### src/rtl/slave_port.sv
// Serial-to-parallel slave port: shifts in address/burst/write data LSB first,
// drives single-cycle memory strobes and shifts read data back out per beat.
//
// state  | meaning
// IDLE   | waiting for a valid request with exactly one of write/read enables
// ADDR   | shifting in address bits (burst bits on the first BURST_LEN of them)
// WDATA  | shifting in one write data word
// WRITE  | one-cycle mem_we for the current beat
// RDELAY | read wait cycles, bus split requested
// RFETCH | one-cycle mem_re for the current beat
// RDATA  | shifting out the fetched word as master accepts bits
// DONE   | one quiet cycle before returning to IDLE
`timescale 1ns/1ps
module slave_port #(
  parameter int ADDR_LEN  = 12,
  parameter int DATA_LEN  = 8,
  parameter int BURST_LEN = 12
) (
  input  logic                clk,
  input  logic                reset,
  input  logic                s_rx_address,
  input  logic                s_rx_burst,
  input  logic                s_rx_data,
  input  logic                s_write_en,
  input  logic                s_read_en,
  input  logic                s_master_valid,
  input  logic                s_master_ready,
  input  logic [5:0]          s_slave_delay,
  output logic                s_slave_ready,
  output logic                s_slave_valid,
  output logic                s_tx_data,
  output logic                s_split_en,
  output logic [ADDR_LEN-1:0] mem_addr,
  output logic [DATA_LEN-1:0] mem_wdata,
  output logic                mem_we,
  output logic                mem_re,
  input  logic [DATA_LEN-1:0] mem_rdata
);
  localparam int CNT_W = $clog2((ADDR_LEN > DATA_LEN ? ADDR_LEN : DATA_LEN) + 1);

  typedef enum logic [2:0] {IDLE, ADDR, WDATA, WRITE, RDELAY, RFETCH, RDATA, DONE} state_t;
  state_t state, state_next;

  logic [ADDR_LEN-1:0]  addr_sr, addr_shift;
  logic [BURST_LEN-1:0] burst_sr, burst_shift, beat_cnt;
  logic [DATA_LEN-1:0]  data_sr, rd_word;
  logic [CNT_W-1:0]     bit_cnt;
  logic [5:0]           delay_cnt;
  logic                 is_write, rd_load;
  logic                 start, bit_last, beat_last, burst_take, delay_zero;

  assign start      = s_master_valid && (s_write_en ^ s_read_en);
  assign bit_last   = (bit_cnt == '0);
  assign beat_last  = (beat_cnt == '0);
  assign delay_zero = (s_slave_delay == 6'd0);
  // bit_cnt counts down from ADDR_LEN-2, so the current bit index is ADDR_LEN-1-bit_cnt
  assign burst_take = (state == IDLE) || ((CNT_W'(ADDR_LEN - 1) - bit_cnt) < CNT_W'(BURST_LEN));
  assign addr_shift  = {s_rx_address, addr_sr[ADDR_LEN-1:1]};
  assign burst_shift = burst_take ? {s_rx_burst, burst_sr[BURST_LEN-1:1]} : burst_sr;
  // the fetched word is forwarded straight from memory during the first RDATA cycle
  assign rd_word   = rd_load ? mem_rdata : data_sr;
  assign s_tx_data = (state == RDATA) ? rd_word[0] : 1'b0;
  assign mem_addr  = (mem_we || mem_re) ? addr_sr : '0;
  assign mem_wdata = mem_we ? data_sr : '0;

  always_ff @(posedge clk or posedge reset) begin
    if (reset) state <= IDLE;
    else       state <= state_next;
  end

  always_comb begin
    state_next    = state;
    s_slave_ready = 1'b0;
    s_slave_valid = 1'b0;
    s_split_en    = 1'b0;
    mem_we        = 1'b0;
    mem_re        = 1'b0;
    case (state)
      IDLE: begin
        s_slave_ready = 1'b1;
        if (start) state_next = ADDR;
      end
      ADDR: begin
        s_slave_ready = 1'b1;
        if (s_master_valid && bit_last)
          state_next = is_write ? WDATA : (delay_zero ? RFETCH : RDELAY);
      end
      WDATA: begin
        s_slave_ready = 1'b1;
        if (s_master_valid && bit_last) state_next = WRITE;
      end
      WRITE: begin
        mem_we     = 1'b1;
        state_next = beat_last ? DONE : WDATA;
      end
      RDELAY: begin
        s_split_en = 1'b1;
        if (delay_cnt == 6'd0) state_next = RFETCH;
      end
      RFETCH: begin
        mem_re     = 1'b1;
        state_next = RDATA;
      end
      RDATA: begin
        s_slave_valid = 1'b1;
        if (s_master_ready && bit_last)
          state_next = beat_last ? DONE : (delay_zero ? RFETCH : RDELAY);
      end
      DONE:    state_next = IDLE;
      default: state_next = IDLE;
    endcase
  end

  always_ff @(posedge clk or posedge reset) begin
    if (reset) begin
      addr_sr   <= '0;
      burst_sr  <= '0;
      beat_cnt  <= '0;
      data_sr   <= '0;
      bit_cnt   <= '0;
      delay_cnt <= '0;
      is_write  <= 1'b0;
      rd_load   <= 1'b0;
    end else begin
      case (state)
        IDLE: if (start) begin
          addr_sr  <= addr_shift;
          burst_sr <= burst_shift;
          is_write <= s_write_en;
          bit_cnt  <= CNT_W'(ADDR_LEN - 2);
        end
        ADDR: if (s_master_valid) begin
          addr_sr  <= addr_shift;
          burst_sr <= burst_shift;
          if (bit_last) begin
            beat_cnt  <= (burst_shift == '0) ? '0 : burst_shift - 1'b1;
            bit_cnt   <= CNT_W'(DATA_LEN - 1);
            delay_cnt <= s_slave_delay - 6'd1;
          end else begin
            bit_cnt <= bit_cnt - 1'b1;
          end
        end
        WDATA: if (s_master_valid) begin
          data_sr <= {s_rx_data, data_sr[DATA_LEN-1:1]};
          bit_cnt <= bit_cnt - 1'b1;
        end
        WRITE: begin
          bit_cnt <= CNT_W'(DATA_LEN - 1);
          if (!beat_last) begin
            beat_cnt <= beat_cnt - 1'b1;
            addr_sr  <= addr_sr + 1'b1;
          end
        end
        RDELAY: delay_cnt <= delay_cnt - 6'd1;
        RFETCH: begin
          rd_load <= 1'b1;
          bit_cnt <= CNT_W'(DATA_LEN - 1);
        end
        RDATA: begin
          rd_load <= 1'b0;
          if (s_master_ready) begin
            data_sr <= rd_word >> 1;
            bit_cnt <= bit_cnt - 1'b1;
            if (bit_last && !beat_last) begin
              beat_cnt  <= beat_cnt - 1'b1;
              addr_sr   <= addr_sr + 1'b1;
              delay_cnt <= s_slave_delay - 6'd1;
            end
          end else begin
            data_sr <= rd_word;
          end
        end
        default: ;
      endcase
    end
  end
endmodule

### config.mk
export PLATFORM = sky130hd
export DESIGN_NAME = slave_port
export DESIGN_NICKNAME = d
export VERILOG_FILES = /design/src/rtl/slave_port.sv
export SDC_FILE = /design/constraint.sdc
export NUM_CORES = 1
export LEC_CHECK = 0
export CAP_MARGIN = 25
export CORE_MARGIN = 2
export CORE_UTILIZATION = 60
export CTS_CLUSTER_SIZE = 28
export DETAILED_ROUTE_END_ITERATION = 6
export HOLD_SLACK_MARGIN = 0.03
export PLACE_DENSITY = 0.87
export SYNTH_ARGS = -nofsm -noshare
export SYNTH_HDL_FRONTEND = slang
export SYNTH_SLANG_ARGS = --single-unit
### constraint.sdc
create_clock -name clk -period 9.4 [get_ports clk]
set_clock_uncertainty 0.1 [all_clocks]
set_input_delay 1.88 -clock clk [delete_from_list [all_inputs] [get_ports clk]]
set_output_delay 1.88 -clock clk [all_outputs]
set_load 0.005 [all_outputs]
Yosys cells after proc, flatten, opt, wreduce, memory -nomap -nowiden
Cells that the tools add are included.
W data, S select, Z words.
Operators by class
  $add $sub $neg: 7
  multiplexer cells: 51
  divide/modulo/power cells: 0
  reduce and logical (&&, ||, !) cells: 30
  bitwise logic cells: 1
  $lt $le $gt $ge: 1
  equality and inequality tests: 18
  shift-type cells: 0
  multiply operators: 0
Operators by type and width (number)
  $mux W12: 15
  $pmux W12 S4: 1
  $pmux W12 S3: 1
  $mux W8: 4
  $logic_not A12 Y1: 2
  $mux W6: 4
  $pmux W12 S2: 1
  $pmux W3 S8: 1
  $sub A12 B1 Y12 const B: 2
  $mux W3: 7
  $mux W4: 5
  $pmux W4 S5: 1
  $ne A2 B2 Y1 const B: 9
  $pmux W6 S3: 1
  $pmux W8 S2: 1
  $reduce_and A5 Y1: 3
  $add A12 B1 Y12 const B: 1
  $eq A3 B3 Y1 const B: 4
  $logic_not A6 Y1: 2
  $reduce_and A6 Y1: 2
  $sub A6 B1 Y6 const B: 2
  $mux W1: 7
  $eq A3 B2 Y1 const B: 2
  $reduce_bool A2 Y1: 3
  other kinds (20): 27
Word-level totals
  memories kept: 0
  word-level logic and storage cells: 117
  input bits: 23
  memory bits (writable): 0
  bits in latches: 0
  bits in registers: 59
  ROM bits: 0
  output and inout bits: 26

Logic depth before layout (Yosys ltp)
Gate-level depths: netlist (run 1).
  depth after elaboration: 9
  gate-level depth with buffers: 12
  depth with buffers taken out: 10

Worst setup path before layout (run 1)
OpenSTA, ideal clock, no wires.
  path kind: input-to-output
  from: in mem_rdata[0]
  to: out s_tx_data
  stages on the path: 2
  setup slack: 5323 ps
  data required time: 7420 ps
  arrival time: 2097 ps
  path buffers: 0
  cells stage by stage: mux2i_1 nor2_1
On the way
  word-level cells in the longest chain between the ends: 2
RTL lines
  start, declared: RTL line 37  | input logic [DATA_LEN-1:0] mem_rdata
  $mux W8: RTL line 61  | assign rd_word = rd_load ? mem_rdata : data_sr;
  $mux W1: RTL line 62  | assign s_tx_data = (state == RDATA) ? rd_word[0] : 1'b0;
  end, declared: RTL line 31  | output logic s_tx_data,
No other way between the ends.

Worst setup path in the final report (run 1)
Same ends and word-level chain as after synthesis.

==> flow_metrics.tcl, run 1 <==
set metrics [dict create \
    status "complete, no violations" \
    min_period_ns 5.03 \
    first_pass_iters 5 \
    rrSetupSlack_ns 5.62 \
    overflow 0 \
    netlist_top_cells_area "dfrtp_1 33%, a21oi_1 5.7%, nand2_1 5.0%" \
    clockRootBuffer "clkbuf_8" \
    worst_path_largest_cell_delay_ns 0.52 \
    wl_per_cell_um 16.5 \
    core_sq_um 7290 \
    die_x_um 90.9 \
    worstPathArrival_ns 3.05 \
    avgSynthCellArea_sq_um 8.03 \
    grt_pass1_vias 4178 \
    syn-cell-area_sq_um 4530 \
    hold_slack_ns 0.428 \
    layout_common_cells "60 x nand2_1, 59 x dfrtp_1, 52 x a21oi_1, 51 x nor2_1, 48 x clkdlybuf4s50_1" \
    final_area_sq_um 5170 \
    instances_no_fill 689 \
    cts_setup_buffers 0 \
    gp_congestion 0.919 \
    die_y_um 90.9 \
    rsz0062_at_grt "false" \
    slew_headroom 0.353 \
    antenna_left 0 \
    final-max-slew-violation-count 0 \
    num_rows 31 \
    io_buffer_count 48 \
    wl_mm 11.3 \
    die_area_sq_um 8260 \
    total_leakage_power_nw 2.14 \
    cts_sinks 59 \
    place_area_sq_um 4960 \
    yosys.cell_types.count 79 \
    yosys.area.top_type_share 0.326 \
    grt_max_degree 60 \
    cp_cell_sequence "clkdlybuf4s50_1 > mux2i_1 > nor2_1 > clkdlybuf4s50_1" \
    final_core_utilization 0.708 \
    cts_resized 0 \
    tns_ns 0 \
    hpwlAfterDp_mm 7.72 \
    path_common_cell "clkdlybuf4s50_1" \
    ys_ff_latch 59 \
    ioPinCount 49 \
    vias 4407 \
    syn_nets 595 \
    min_path_type "flop to flop" \
    worstMarginPinSlew_ns 0.968 \
    via_per_inst 6.40 \
    ys_seq_area_frac 0.326 \
    async_reset_ff_frac 1.00 \
    timing_worst_setup_path_type "primary input to primary output" \
    nFillCells 579 \
    ctsHoldBuffers 0 \
    cts_tree "yes" \
    max_freq_ghz 0.199 \
    setup-violations-final 0 \
    start_util 0.621 \
    power_density_nw_per_um2 365 \
    dp.cells 673 \
    period_share 0.535 \
    crit_required_ns 7.42 \
    regArea_sq_um 1480 \
    synthFlopType "dfrtp_1" \
    final_common_cell "nand2_1" \
    multi_input_area_sq_um 2810 \
    cts_buffers 9 \
    n_antenna_cell 0 \
    htreeDepth 3 \
    worstPathMaxFanout 2 \
    synth_top_area_cell "dfrtp_1" \
    antenna_found_initial 0 \
    synthToLayoutAreaGrowth_pct 14.0 \
    synthCells 564 \
    hold_viol_final 0 \
    track_usage 0.282 \
    clk-insertion-delay-late_ns 0.35 \
    nNetsFinal 616 \
    grt_pass1_wl_mm 19.4 \
    drtIter0Drc 276 \
    ys_warn_count 0 \
    max_cap_violations 0 \
    endpoint_kind "primary output" \
    start_kind "primary input" \
    cts.path.max_buffers 2 \
    peakVddDrop_uv 211 \
    synth_edf_count 0 \
    drive_above_1_share 0.0847 \
    path_clk_slew_ns 0.06 \
    post-route-drc-count 0 \
    slowest_stage "clkdlybuf4s50_1" \
]
==> state kept, by name (all words and copies together), names as in the netlist <==
| register | flops |
|---|---|
| is_write | 1 |
| data_sr | 8 |
| state | 3 |
| beat_cnt | 12 |
| bit_cnt | 4 |
| delay_cnt | 6 |
| rd_load | 1 |
| burst_sr | 12 |
| addr_sr | 12 |
==> where the power goes <==
part / switching (mW) / internal, mW / total, mW / leakage, nW
Clock: 0.109 / 0.137 / 0.246 / 0.106
Sequential: 0.193 / 0.375 / 0.569 / 0.697
Combinational: 0.591 / 0.481 / 1.07 / 1.34
==> through the flow <==
step | total power [mW] | worst slack (ns)
detailed placement | 1.62 | 4.37
CTS | 1.88 | 4.37
floorplan | 1.36 | 5.32
finish | 1.89 | 4.37
global route | 2.04 | 4.28
global placement | 1.56 | 4.40
==> metal layers <==
layer | track usage | wire [um]
met5 | 0 | 0
met4 | 0.112 | 218
met3 | 0.0359 | 540
met2 | 0.481 | 5730
met1 | 0.363 | 4850
==> worst paths after layout <==
path	end	cells after the start	startpoint
max in group asynchronous	beat_cnt[4]	3	reset
min reg2reg	beat_cnt[11]	2	beat_cnt[11]
min in group asynchronous	data_sr[2]	3	reset
max	s_tx_data	4	mem_rdata[0]
max reg2reg	beat_cnt[6]	8	state[2]
min	beat_cnt[11]	2	beat_cnt[11]
==> cell usage after synthesis (all sizes together), types with 6 or more instances <==
master and n:
and2 18, mux2 12, nor3 20, inv 12
o21a 6, ha 8, and3 11, a31o 6
o221ai 6, clkbuf 19, dfrtp 59, o22ai 8
mux2i 19, nand2b 9, a31oi 11, o21ai 45
nand2 61, a21oi 53, nor4 7, nand3 23
buf 22, nor2 52, or3 9
==> critical path: cells and delay by family <==
kind,cells,cell delay (ns)
simple gates,1,0.11
buf+inv,2,0.98
mux,1,0.09
==> cell type report <==
class                           instances  area share
Clock inverter                          4     0.00945
Multi-Input combinational cell        451       0.544
Timing Repair Buffer                   51      0.0974
Clock buffer                           12      0.0300
Sequential cell                        59       0.286
Tap cell                               99      0.0240
Inverter                               13     0.00945
==> logic make-up (layout without fill, tap and decap cells) <==
family	after synthesis	in the layout	share of synthesized area
AOI/OAI and AO/OA	177	177	0.258
xor gates and xnor gates	6	6	0.0116
adders and majority gates	8	8	0.0221
buffers and inverters	54	80	0.0539
DFF	59	59	0.326
muxes	31	31	0.0718
and+or+nand+nor	229	229	0.257
Note: power is estimated with default switching activity, not from simulation.
==> inputs of run 2 (changes only) <==
Settings changed: CORE_UTILIZATION 60 to 58, PLACE_DENSITY 0.87 to 0.85.
Clock period 9.4 ns to 4.96 ns, I/O delays scaled along.
==> run 2 against run 1 <==
Against the previous run: worst setup slack worse by 3.5 ns; global-route usage down 0.16 points; final cell count up 0.44%; final area down 0.12%; flip-flop and latch count unchanged; sequential share of layout area about the same.
==> flow_metrics.tcl, run 2 (synthesized netlist as in run 1, its figures left out) <==
set metrics [dict create \
    status "complete, no violations" \
    cts.path.max_buffers 2 \
    grt_use_met3 0.0545 \
    rrSetupSlack_ns 1.21 \
    final-max-slew-violation-count 0 \
    grt_util_met1 0.353 \
    tns_ns 0 \
    period_share 0.815 \
    cts_tree "yes" \
    first_pass_iters 5 \
    hpwlAfterDp_mm 7.92 \
    min_path_type "flop to flop" \
    antenna_left 0 \
    hold_slack_ns 0.412 \
    cts_sinks 59 \
    die_area_sq_um 8530 \
    cts_buffers 9 \
    total_leakage_power_nw 2.13 \
    wl_per_cell_um 16.9 \
    vias 4506 \
    worstPathArrival_ns 2.95 \
    reg2reg_from "state[2]" \
    start_kind "flop" \
    slew_headroom 0.337 \
    r2r-end "beat_cnt[6]" \
    hold_viol_final 0 \
    endpoint_kind "primary output" \
    track_usage 0.280 \
    io_buffer_count 48 \
    drtIter0Drc 346 \
    worstMarginPinSlew_ns 0.990 \
    max_freq_ghz 0.247 \
    fin_total_pwr_mw 3.59 \
    clockRootBuffer "clkbuf_8" \
    clk-insertion-delay-late_ns 0.35 \
    synthToLayoutAreaGrowth_pct 13.9 \
    ctsHoldBuffers 0 \
    crit_required_ns 3.87 \
    path_clk_slew_ns 0.07 \
    grt_pass1_vias 4135 \
    timing_worst_setup_path_type "flop to primary output" \
    post-route-drc-count 0 \
    gp_congestion 0.916 \
    setup-violations-final 0 \
    reg_top3 "addr_sr (12), beat_cnt (12), burst_sr (12)" \
    rr_worst_depth 8 \
    n_antenna_cell 0 \
    cts_setup_buffers 0 \
    core_sq_um 7650 \
    num_rows 32 \
    overflow 0 \
    nNetsFinal 616 \
    power_density_nw_per_um2 695 \
    via_per_inst 6.51 \
    min_period_ns 4.04 \
    die_x_um 92.4 \
    drive_above_1_share 0.0847 \
    worstPathMaxFanout 25 \
    antenna_found_initial 0 \
    htreeDepth 3 \
    setup.worst_path.start "state[0]" \
    ioPinCount 49 \
    grt_max_degree 42 \
    peakVddDrop_uv 258 \
    rsz0062_at_grt "false" \
    cts_resized 0 \
    use_met2 0.468 \
    wl_mm 11.7 \
    start_util 0.592 \
    max_cap_violations 0 \
    die_y_um 92.4 \
    final_common_cell "nand2_1" \
    crit_end "mem_addr[9]" \
    grt.busiest_layer "met2" \
    grt_pass1_wl_mm 19.6 \
    layout_common_cells "60 x nand2_1, 59 x dfrtp_1, 52 x a21oi_1, 51 x nor2_1, 48 x clkdlybuf4s50_1" \
]
-- run 2: changes by cell type in the layout (fill, tap and decap cells not counted) --
cell,before,now
clkbuf_8,11,10
clkinv_2,2,3
clkinv_4,1,0
clkinvlp_4,0,1
-- run 2: area by class of cell --
| class | count | area, sq um |
|---|---|---|
| fillers | 621 | 2490 |
| clock inverters | 5 | 52.6 |
| multi-input cells | 451 | 2810 |
| clock buffers | 11 | 141 |
| repair buffers | 51 | 503 |
| inverters | 13 | 48.8 |
| well taps | 102 | 128 |
| flip-flops and latches | 59 | 1480 |
-- run 2: per-layer routing --
metal	vias to the layer above	wire (um)
met5	-	0
met4	0	321
met3	43	849
met2	234	5680
met1	2122	4810
li1	2107	-
-- run 2: worst min path at each step --
stage | from | endpoint | slack (ns) | cells after the start
after floorplan | delay_cnt[0] | delay_cnt[0] | 0.37 | 2
after global placement | delay_cnt[0] | delay_cnt[0] | 0.39 | 2
after detailed placement | delay_cnt[0] | delay_cnt[0] | 0.40 | 2
after CTS | delay_cnt[0] | delay_cnt[0] | 0.42 | 2
after global routing | delay_cnt[0] | delay_cnt[0] | 0.45 | 2
final | delay_cnt[0] | delay_cnt[0] | 0.41 | 2
-- run 2: report_power, final --
| part | internal (mW) | total [mW] | switching (mW) |
|---|---|---|---|
| combinational | 0.914 | 2.04 | 1.13 |
| clock | 0.243 | 0.448 | 0.205 |
| sequential | 0.711 | 1.10 | 0.385 |
| total | 1.87 | 3.59 | 1.72 |
-- run 2: stage by stage --
step	instances	utilization	instance area (sq um)	worst slack, ns
global placement	676	0.649	4970	1.50
floorplan	564	-	4530	1.93
detailed placement	676	0.649	4970	1.36
CTS	692	0.675	5160	0.985
global route	692	0.675	5160	0.705
finish	692	0.675	5160	0.916
-- run 2: worst max-delay path, stage by stage, from the launching register on --
cell and delay [ns]:
dfrtp_1 0.87, inv_2 0.16, nor2_1 0.47, and2_1 0.22, or2_2 0.20, and2_1 0.16, clkdlybuf4s50_1 0.50
==> inputs of run 3 (changes only) <==
Settings changed: CORE_UTILIZATION 58 to 52, PLACE_DENSITY 0.85 to 0.8.
Clock period 4.96 ns to 3.3 ns, I/O delays scaled along.
==> run 3 against run 2 <==
Against the previous run: wire length decreased by 2.4%; global-route usage decreased by 3.4 points; combinational power increased by 57%; flip-flop and latch count unchanged; clock power increased by 80%; non-clock buffer count increased by 14; critical endpoint is now s_split_en; worst setup slack got worse by 0.77 ns; final cell count increased by 2.9%; clock-buffer cell count increased by 2; largest cell class unchanged; sequential power increased by 45%; sequential share of layout area decreased by 0.87 points; largest power group unchanged.
==> flow_metrics.tcl, run 3 (synthesized netlist as in run 1, its figures left out) <==
set metrics [dict create \
    num_rows 34 \
    die_x_um 97.3 \
    io_buffer_count 48 \
    final-max-slew-violation-count 0 \
    period_share 0.956 \
    grt_pass1_wl_mm 19.6 \
    cts_sinks 59 \
    comb_power_share 0.572 \
    status "complete, no violations" \
    wl_per_cell_um 16.0 \
    endpoint_kind "primary output" \
    clockRootBuffer "clkbuf_8" \
    regArea_sq_um 1480 \
    worstPathArrival_ns 2.39 \
    total_leakage_power_nw 2.22 \
    slowest_stage "clkdlybuf4s50_1" \
    ctsHoldBuffers 0 \
    htreeDepth 3 \
    fin_total_pwr_mw 5.59 \
    drt-met1-wl_mm 4.90 \
    slew_headroom 0.473 \
    hp-start "delay_cnt[0]" \
    min_period_ns 3.15 \
    worstPathMaxFanout 24 \
    vias 4439 \
    p_int_mw 3.03 \
    wl_met2_mm 5.50 \
    antenna_found_initial 0 \
    via_per_inst 6.23 \
    path_clk_slew_ns 0.07 \
    ioPinCount 49 \
    switchingPower_mw 2.56 \
    setup.worst_path.start "state[2]" \
    drtIter0Drc 272 \
    rsz0062_at_grt "false" \
    drive_above_1_share 0.109 \
    die_y_um 97.3 \
    topRoutingLayerUsed "met4" \
    power_density_nw_per_um2 1050 \
    final_common_cell "nand2_1" \
    reg_top3 "addr_sr (12), beat_cnt (12), burst_sr (12)" \
    wl_met3_um 700 \
    worst_path_largest_cell_delay_ns 0.52 \
    overflow 0 \
    start_kind "flop" \
    crit_buf_inv 3 \
    multi_input_area_sq_um 2810 \
    power.share.switching 0.458 \
    cp_cell_sequence "buf_4 > nand2b_1 > or2_2 > clkinv_1 > clkdlybuf4s50_1" \
    max_freq_ghz 0.317 \
    tns_ns 0 \
    hpwlAfterDp_mm 8.07 \
    clk-insertion-delay-late_ns 0.34 \
    hold_viol_final 0 \
    grt_pass1_vias 4209 \
    core_sq_um 8590 \
    worstMarginPinSlew_ns 0.789 \
    cts_tree "yes" \
    layout_common_cells "60 x nand2_1, 58 x dfrtp_1, 52 x a21oi_1, 51 x nor2_1, 48 x clkdlybuf4s50_1" \
    synthToLayoutAreaGrowth_pct 17.6 \
    nFillCells 728 \
    antenna_left 0 \
    cp_top_family "buffers and inverters" \
    wl_mm 11.4 \
    die_area_sq_um 9480 \
    gp_congestion 0.934 \
    grt_max_degree 33 \
    n_antenna_cell 0 \
    track_usage 0.246 \
    cts_resized 0 \
    timing_worst_setup_path_type "flop to primary output" \
    power_frac_seq 0.284 \
    first_pass_iters 4 \
    peakVddDrop_uv 539 \
    reg2reg_from "bit_cnt[0]" \
    nNetsFinal 630 \
    start_util 0.527 \
    cts_setup_buffers 0 \
    min_path_type "flop to flop" \
    clkPwrFrac 0.144 \
    post-route-drc-count 0 \
    max_cap_violations 0 \
    crit_required_ns 2.54 \
    cts.path.max_buffers 2 \
    setup-violations-final 0 \
    cts_buffers 9 \
]
[run 3: changes by cell type in the layout (fill, tap and decap cells not counted)]
cell | before | now
clkinv_2 | 3 | 0
bufinv_16 | 1 | 2
dfrtp_1 | 59 | 58
dfrtp_2 | 0 | 1
clkbuf_1 | 1 | 0
clkbuf_8 | 10 | 13
buf_4 | 3 | 17
[run 3: worst register-to-register path: stages (launching register included)]
cell,delay [ns]
dfrtp_1,0.44
inv_1,0.14
ha_1,0.17
nor3b_2,0.35
nor2_2,0.13
o32ai_2,0.53
o21a_1,0.42
o21ai_0,0.16
a32o_1,0.23
[run 3: per-layer routing]
metal / vias to the layer above / track usage
met5: - / 0
met4: 0 / 0.0962
met3: 23 / 0.0561
met2: 153 / 0.402
met1: 2136 / 0.320
li1: 2127 / -
[run 3: per-stage QoR]
stage          std cells  hold WS, ns  worst slack, ns  cell area (sq um)  utilization
2_1_floorplan        564        0.369            0.268               4530            -
3_3_place_gp         696        0.388            0.421               5080        0.591
3_5_place_dp         696        0.404            0.399               5080        0.591
4_1_cts              712        0.425            0.102               5330        0.620
5_1_grt              712        0.447          0.00219               5330        0.620
6_report             712        0.417            0.145               5330        0.620
[run 3: final cells by class]
type / instances / area share
Clock buffer: 13 / 0.0336
Tap cell: 108 / 0.0254
Timing Repair Buffer: 65 / 0.114
Inverter: 13 / 0.00916
Clock inverter: 3 / 0.0127
Multi-Input combinational cell: 451 / 0.528
Sequential cell: 59 / 0.277
[run 3: worst paths after layout]
check	slack, ns	end	depth (start not counted)
max	0.15	s_split_en	5
min	0.42	delay_cnt[0]	2
max reg2reg	0.51	beat_cnt[6]	8
min reg2reg	0.42	delay_cnt[0]	2
max in group asynchronous	2.02	state[0]	3
min in group asynchronous	0.45	data_sr[0]	2
[run 3: power groups by stage]
stage	clock, mW	sequential (mW)	combinational (mW)
floorplan	0	1.35	2.52
global placement	0	1.56	3.04
detailed placement	0	1.58	3.15
CTS	0.816	1.57	3.18
global route	0.844	1.65	3.56
finish	0.807	1.59	3.20
